<file path="src/rtl/mem_arb_pkg.sv">
`default_nettype none
// ============================================================================
// Module   : mem_arb_pkg
// Purpose  : Shared state and owner encodings for the unified memory port
//            arbiter and its round-robin picker.
// Revision : 1.0 - initial release
// ============================================================================
package mem_arb_pkg;

    localparam logic [1:0] IDLE  = 2'd0;
    localparam logic [1:0] ISSUE = 2'd1;
    localparam logic [1:0] WAIT  = 2'd2;
    localparam logic [1:0] RESP  = 2'd3;

    localparam logic OWN_IF = 1'b0;
    localparam logic OWN_D  = 1'b1;

    typedef enum logic [1:0] {
        ST_IDLE  = IDLE,
        ST_ISSUE = ISSUE,
        ST_WAIT  = WAIT,
        ST_RESP  = RESP
    } arb_state_t;

endpackage : mem_arb_pkg
`default_nettype wire

</file>
<file path="src/rtl/mem_arb_rr.sv">
`default_nettype none
// ============================================================================
// Module   : mem_arb_rr
// Purpose  : Combinational two-way round-robin picker between the fetch and
//            data requesters; a tie goes to whoever did not own the port last.
// Revision : 1.0 - initial release
// ============================================================================
module mem_arb_rr
    import mem_arb_pkg::*;
(
    input  logic if_req,
    input  logic d_req,
    input  logic last_owner,
    output logic grant_valid,
    output logic grant_owner
);

    always_comb begin
        grant_valid = if_req | d_req;
        grant_owner = OWN_IF;
        if (if_req && d_req) begin
            grant_owner = (last_owner == OWN_IF) ? OWN_D : OWN_IF;
        end else if (d_req) begin
            grant_owner = OWN_D;
        end
    end

endmodule : mem_arb_rr
`default_nettype wire

</file>
<file path="src/rtl/mem_port_arbiter.sv">
`default_nettype none
// ============================================================================
// Module   : mem_port_arbiter
// Purpose  : Shares one fixed-latency memory port between instruction fetch
//            and load/store requesters, one access at a time.
// Revision : 1.0 - initial release
// ============================================================================
module mem_port_arbiter
    import mem_arb_pkg::*;
#(
    parameter int ADDR_W  = 16,
    parameter int DATA_W  = 16,
    parameter int MEM_LAT = 2
) (
    input  logic              clk,
    input  logic              rst,
    input  logic              if_req,
    input  logic [ADDR_W-1:0] if_addr,
    output logic              if_valid,
    output logic [DATA_W-1:0] if_rdata,
    input  logic              d_req,
    input  logic              d_we,
    input  logic [ADDR_W-1:0] d_addr,
    input  logic [DATA_W-1:0] d_wdata,
    output logic              d_valid,
    output logic [DATA_W-1:0] d_rdata,
    output logic              mem_en,
    output logic              mem_we,
    output logic [ADDR_W-1:0] mem_addr,
    output logic [DATA_W-1:0] mem_wdata,
    input  logic [DATA_W-1:0] mem_rdata,
    output logic              busy
);

    // Counter reaches zero in the cycle mem_rdata becomes valid.
    localparam logic [3:0] c_lat_init = 4'(MEM_LAT - 1);

    arb_state_t        r_state;
    arb_state_t        w_state_nxt;
    logic              r_owner;
    logic              r_last_owner;
    logic              r_we;
    logic [ADDR_W-1:0] r_addr;
    logic [DATA_W-1:0] r_wdata;
    logic [3:0]        r_lat_cnt;
    logic [DATA_W-1:0] r_if_rdata;
    logic [DATA_W-1:0] r_d_rdata;
    logic              w_grant_valid;
    logic              w_grant_owner;

    mem_arb_rr u_rr (
        .if_req      (if_req),
        .d_req       (d_req),
        .last_owner  (r_last_owner),
        .grant_valid (w_grant_valid),
        .grant_owner (w_grant_owner)
    );

    always_ff @(posedge clk) begin
        if (rst) begin
            r_state <= ST_IDLE;
        end else begin
            r_state <= w_state_nxt;
        end
    end

    always_comb begin
        w_state_nxt = r_state;
        mem_en      = 1'b0;
        mem_we      = 1'b0;
        if_valid    = 1'b0;
        d_valid     = 1'b0;
        busy        = (r_state != ST_IDLE);
        case (r_state)
            ST_IDLE: begin
                if (w_grant_valid) begin
                    w_state_nxt = ST_ISSUE;
                end
            end
            ST_ISSUE: begin
                mem_en      = 1'b1;
                mem_we      = r_we;
                w_state_nxt = ST_WAIT;
            end
            ST_WAIT: begin
                if (r_lat_cnt == 4'd0) begin
                    w_state_nxt = ST_RESP;
                end
            end
            ST_RESP: begin
                if_valid    = (r_owner == OWN_IF);
                d_valid     = (r_owner == OWN_D);
                w_state_nxt = ST_IDLE;
            end
            default: begin
                w_state_nxt = ST_IDLE;
            end
        endcase
    end

    always_ff @(posedge clk) begin
        if (rst) begin
            r_owner      <= OWN_IF;
            r_last_owner <= OWN_IF;
            r_we         <= 1'b0;
            r_addr       <= '0;
            r_wdata      <= '0;
            r_lat_cnt    <= 4'd0;
            r_if_rdata   <= '0;
            r_d_rdata    <= '0;
        end else begin
            case (r_state)
                ST_IDLE: begin
                    // Requester inputs are only ever sampled here.
                    if (w_grant_valid) begin
                        r_owner <= w_grant_owner;
                        if (w_grant_owner == OWN_D) begin
                            r_addr  <= d_addr;
                            r_we    <= d_we;
                            r_wdata <= d_wdata;
                        end else begin
                            r_addr  <= if_addr;
                            r_we    <= 1'b0;
                        end
                    end
                end
                ST_ISSUE: begin
                    r_lat_cnt <= c_lat_init;
                end
                ST_WAIT: begin
                    if (r_lat_cnt == 4'd0) begin
                        if (!r_we) begin
                            if (r_owner == OWN_IF) begin
                                r_if_rdata <= mem_rdata;
                            end else begin
                                r_d_rdata <= mem_rdata;
                            end
                        end
                    end else begin
                        r_lat_cnt <= r_lat_cnt - 4'd1;
                    end
                end
                ST_RESP: begin
                    r_last_owner <= r_owner;
                end
                default: begin
                    r_lat_cnt <= 4'd0;
                end
            endcase
        end
    end

    assign mem_addr  = r_addr;
    assign mem_wdata = r_wdata;
    assign if_rdata  = r_if_rdata;
    assign d_rdata   = r_d_rdata;

endmodule : mem_port_arbiter
`default_nettype wire

</file>
<file path="config.mk">
export PLATFORM = sky130hd
export DESIGN_NAME = mem_port_arbiter
export DESIGN_NICKNAME = d
export VERILOG_FILES = /design/src/rtl/mem_arb_pkg.sv /design/src/rtl/mem_arb_rr.sv /design/src/rtl/mem_port_arbiter.sv
export SDC_FILE = /design/constraint.sdc
export NUM_CORES = 1
export LEC_CHECK = 0
export CAP_MARGIN = 30
export CORE_MARGIN = 1
export CORE_UTILIZATION = 30
export CTS_BUF_LIST = sky130_fd_sc_hd__clkbuf_8 sky130_fd_sc_hd__clkbuf_16
export DETAILED_ROUTE_END_ITERATION = 10
export SYNTH_ARGS = -nofsm -noshare
export SYNTH_HDL_FRONTEND = slang
export SYNTH_SLANG_ARGS = --single-unit
</file>
<file path="constraint.sdc">
create_clock -name clk -period 2.9 [get_ports clk]
set_clock_uncertainty 0.1 [all_clocks]
set_input_delay 0.58 -clock clk [delete_from_list [all_inputs] [get_ports clk]]
set_output_delay 0.58 -clock clk [all_outputs]
set_load 0.02 [all_outputs]
</file>
# [After elaboration in Yosys (flattened, before gate mapping)]
# Cells that the tools add are included.
[word_totals] input_bits=69 out_inout_bits=69 wordCells=44 ff_bits=73
[op_classes] muxes=14 bitwise=3 n_addsub=1 n_reduce_logical=11 n_eq_ne=6
[op_table] cell="2-to-1 mux 16 bit" n=1
[op_table] cell="2-to-1 mux 1 bit" n=8
[op_table] cell="one-hot mux 2 bit (4 select lines)" n=1
[op_table] cell="one-hot mux 4 bit (2 select lines)" n=1
[op_table] cell="AND reduction 4 bit" n=2
[op_table] cell="AND reduction 2 bit" n=3
[op_table] cell="== test 2 bit (second input constant)" n=2
[op_table] cell="logical NOT 4 bit" n=1
[op_table] cell="2-to-1 mux 2 bit" n=2
[op_table] cell="2-to-1 mux 4 bit" n=1
[op_table] cell="!= test 2 bit (second input constant)" n=2
[op_table] cell="nonzero test 2 bit" n=2
[op_table] cell="subtractor 4 x 1 -> 4 bit (second input constant)" n=1
[op_table] cell="AND reduction 3 bit" n=1
[op_table] cell="== test 2 x 1 -> 1 bit (second input constant)" n=1
[op_table] cell="logical NOT 2 bit" n=1
[op_table] cell="!= test 2 x 1 -> 1 bit (second input constant)" n=1
[op_table] cell="NOT 1 bit" n=2
[op_table] cell="logical AND 1 bit" n=1
[op_table] cell="OR 1 bit" n=1

# [Logic depth before layout (Yosys ltp)]
# Gate-level depths: netlist of the first run.
[logic_depth] ltp_word=3 depth_mapped=7 depth_no_buf=5

# [Modules after synthesis]
# From an unflattened synthesis of the first run, not the netlist that was laid out.
[unflattened] cells_unflattened=327 hier_area_um2=2999.1
[by_module_without_submodules] mod="mem_port_arbiter" area_per_inst_um2=2985.4 seq_area_each_um2=1461.4 cells_each=325 n_inst=1
[by_module_without_submodules] mod="mem_arb_rr" area_per_inst_um2=13.8 seq_area_each_um2=0.0 cells_each=2 n_inst=1

# [Worst setup path after synthesis of the first run]
# Ideal clock, no wire load.
[synth_path] path_kind="flip-flop to output port" startpoint="reg r_state[0]" endpoint="out busy" arrival_ns=1.133 stages_incl_launch_ff=5 t_required_ns=2.220 setup_slack_ns=1.087 n_path_buf=1 path_cell_list="dfxtp_1 > inv_1 > ha_1 > inv_1 > clkbuf_1"
[synth_between] elab_chain_cells=1
[synth_lines] item="start: declaration" line="mem_port_arbiter.sv:38" text="arb_state_t r_state;"
[synth_lines] item="start signal: assignment" line="mem_port_arbiter.sv:63" text="r_state <= w_state_nxt;"
[synth_lines] item="nonzero test 2 bit" line="mem_port_arbiter.sv:73" text="busy = (r_state != ST_IDLE);"
[synth_lines] item="end: declaration" line="mem_port_arbiter.sv:32" text="output logic busy"
# Every way passes these cells.

# [Worst setup path in the final report of the first run]
[layout_path] startpoint="reg r_state[1]" endpoint="out mem_we"
[layout_between] elab_chain_cells=2
[layout_lines] item="== test 2 x 1 -> 1 bit" line="mem_port_arbiter.sv:74" text="case (r_state)"
[layout_lines] item="2-to-1 mux 1 bit" line="mem_port_arbiter.sv:74"
[layout_lines] item="end: declaration" line="mem_port_arbiter.sv:28" text="output logic mem_we,"
# Every way passes these cells.

==> results of run 1 <==
==> kinds of logic after synthesis <==
group / count (synthesis)
simple gates: 138
flops: 73
compound gates: 64
mux: 34
buf+inv: 33
fa+ha+maj: 6
==> registers in the layout, summed over array words and instances, names as in the netlist <==
signal,count
d_rdata,16
if_rdata,16
mem_addr,16
mem_wdata,16
r_last_owner,1
r_lat_cnt,4
r_owner,1
r_state,2
r_we,1
==> metal layers <==
metal,share of wire,vias to the layer above,wire length (um)
met4,0.016,0,140
met5,0,-,0
met1,0.47,1322,4021
met3,0.068,11,581
li1,-,1446,-
met2,0.45,116,3837
==> final timing paths <==
| kind | start | end | slack (ns) | cells after the start |
|---|---|---|---|---|
| max | r_state[1] | mem_we | 0.40 | 4 |
| min | if_rdata[4] | if_rdata[4] | 0.38 | 2 |
| min reg2reg | if_rdata[4] | if_rdata[4] | 0.38 | 2 |
| max reg2reg | r_state[0] | if_rdata[7] | 0.83 | 5 |
==> worst max-delay path: cells and delay by family, from the launching register on <==
family / cells / cell delay (ns)
DFF: 1 / 0.34
adders and majority gates: 1 / 0.26
and+or+nand+nor: 1 / 0.16
buffers and inverters: 2 / 0.73
==> layout by cell type (no fill, tap or decap), drive strengths merged, types with 2 or more instances in the layout <==
cell type	Yosys	layout
a21oi	19	19
a311oi	16	16
and2	2	2
buf	15	8
clkbuf	12	10
clkdlybuf4s50	0	136
clkinv	0	3
dfxtp	73	73
ha	6	6
inv	6	6
mux2i	33	33
nand2	34	34
nand2b	51	51
nand3	17	17
nor2	23	23
nor3	2	2
nor3b	2	2
o21ai	19	19
==> area by class of cell <==
type / instances / area [um^2] / area share
inverters: 6 / 22.52 / 0.004658
flip-flops and latches: 73 / 1461 / 0.3023
repair buffers: 144 / 1419 / 0.2935
well taps: 136 / 170.2 / 0.03520
clock buffers: 10 / 137.6 / 0.02847
clock inverters: 4 / 45.04 / 0.009317
multi-input cells: 242 / 1579 / 0.3266
==> power by group <==
part           switching [mW]  internal [mW]  leakage, nW  total (mW)
logic                   0.794          0.704         1.15        1.50
registers               0.120           1.20        0.596        1.32
clock network           0.362          0.407       0.0978       0.769
total                    1.28           2.31         1.84        3.58
==> flow_summary.yaml, run 1 <==
placement:
  place_congestion: 0.7329
  place_inst: 601
  dp_hpwl_um: 5976
  placed_cell_area_um2: 4652
  place_ws_ns: 0.5756
  numPortBuffers: 137
run:
  cap_viol_max_count: 0
drt:
  drc: 0
  drt-wirelength-per-cell_um: 13.95
  wl_um: 8580
  dr.first_iter.drc_count: 60
  dr.pass1.iters: 4
  vias: 2895
  ant_nets: 0
  viasPerCell: 4.707
worst_setup_path:
  max_stage_delay_ns: 0.62
  cp_cell_sequence: "inv_1, ha_1, and2_1, clkdlybuf4s50_1"
  crit_type: "flop to primary output"
  slowest_stage: "clkdlybuf4s50_1"
  cp-start-kind: "flop"
  worstPathRequired_ns: 2.22
  crit_fanout: 4
  cp.arrival_ns: 1.82
  worst_setup_path_end_kind: "primary output"
layout:
  nets: 551
  num-fill-cells: 978
  n_antenna_cell: 0
  design_area_um2: 4835
  drive_above_1_share: 0.06681
  fin_util: 0.4683
  syn2layout_area_growth_pct: 51.23
  finalNonFillerCells: 615
synth:
  synth_mux_area_frac: 0.1080
  synth-edff-count: 0
  netlist_instances: 348
  synth-seq-cells: 73
  syn_avg_cell_area_um2: 9.186
  synth-async-reset-ratio: 0
  synth_warnings: 0
  ys.flop_type: "dfxtp_1"
  synth_fa_ha_area_frac: 0.02348
  yosys.area_share.simple: 0.2301
  ys_top_cells_by_area: "dfxtp_1 (46%), mux2i_1 (10%), nand2b_1 (10%), a311oi_1 (4.4%), nand2_1 (4.0%)"
  synth_top_family_by_area: "simple AND/OR/NAND/NOR gates"
  synth_compound_area_frac: 0.1323
  syn_area_um2: 3197
  synthDistinctLibCells: 37
  synth-seq-area-share: 0.4571
  synth_top_area_frac: 0.4571
  synth_top_cell_by_area: "dfxtp_1"
  synth_common_cells: "dfxtp_1 (73), nand2b_1 (51), nand2_1 (34)"
  yosysMostFrequentCell: "dfxtp_1"
  syn_nets: 423
  synth_xor_area_frac: 0
sta:
  rsz0062_at_grt: "false"
  slew_viol_final: 0
  holdWs_ns: 0.3751
  max_freq_mhz: 399.4
  finalHoldViolCount: 0
  min_period_ns: 2.504
  slew_headroom: 0.3764
  period_share: 0.8633
  setup_viol: 0
  tns_ns: 0
  setup_slack_ns: 0.3964
  worst_slew_pin_slew_ns: 0.9353
global_route:
  top_usage_layer: "met2"
  use_met3: 0.03896
  grt_pass1_vias: 2845
  antenna_found_initial: 0
  grt_overflow: 0
  grtUsageMet1: 0.1989
  grt_max_degree: 66
  gr-usage-all-layers: 0.1575
  grt_pass1_wl_um: 13900
  grt_use_met2: 0.2528
clock_network:
  cts_made_buffers: 9
  clkLatencyLatePin_ns: 0.33
  post-cts-setup-buffer-count: 0
  ctsRootBufferMaster: "clkbuf_8"
  clk_pin_slew_worst_paths_ns: 0.07
  ctsResizeCount: 0
  cts_num_sinks: 73
  clockBufferDepth: 2
  h-tree-depth: 3
  cts_hold_buffers: 0
  cts_tree: "yes"
pwr:
  ir_worst_vdd_mv: 0.4344
  p_total_mw: 3.583
  p_per_area_nw_per_um2: 741.0
  leakage_nw: 1.841
die:
  die_h_um: 105.2
  fp-row-count: 37
  dieArea_um2: 11070
  start_util: 0.3097
  coreArea_um2: 10320
  fp.dieW_um: 105.2
  num_io_pins: 138
outcome:
  status: "completed"
min_path:
  hp-class: "flop to flop"
No activity file was read; power rests on OpenSTA's default activity.
==> run 2: changes to the inputs <==
--- a/config.mk
+++ b/config.mk
@@ -8,7 +8,7 @@
 export CAP_MARGIN = 30
 export CORE_MARGIN = 1
 export CORE_UTILIZATION = 30
-export CTS_BUF_LIST = sky130_fd_sc_hd__clkbuf_8 sky130_fd_sc_hd__clkbuf_16
+export CTS_BUF_LIST = sky130_fd_sc_hd__clkbuf_2 sky130_fd_sc_hd__clkbuf_4 sky130_fd_sc_hd__clkbuf_8
 export DETAILED_ROUTE_END_ITERATION = 10
 export SYNTH_ARGS = -nofsm -noshare
 export SYNTH_HDL_FRONTEND = slang
==> results of run 2 <==
The final DEF is identical to that of run 1; final timing and power are the same.
==> run 3: changes to the inputs <==
--- a/config.mk
+++ b/config.mk
@@ -9,6 +9,7 @@
 export CORE_MARGIN = 1
 export CORE_UTILIZATION = 30
 export CTS_BUF_LIST = sky130_fd_sc_hd__clkbuf_2 sky130_fd_sc_hd__clkbuf_4 sky130_fd_sc_hd__clkbuf_8
+export CTS_CLUSTER_DIAMETER = 120
 export DETAILED_ROUTE_END_ITERATION = 10
 export SYNTH_ARGS = -nofsm -noshare
 export SYNTH_HDL_FRONTEND = slang
==> results of run 3 <==
The final DEF is identical to that of run 1; final timing and power are the same.
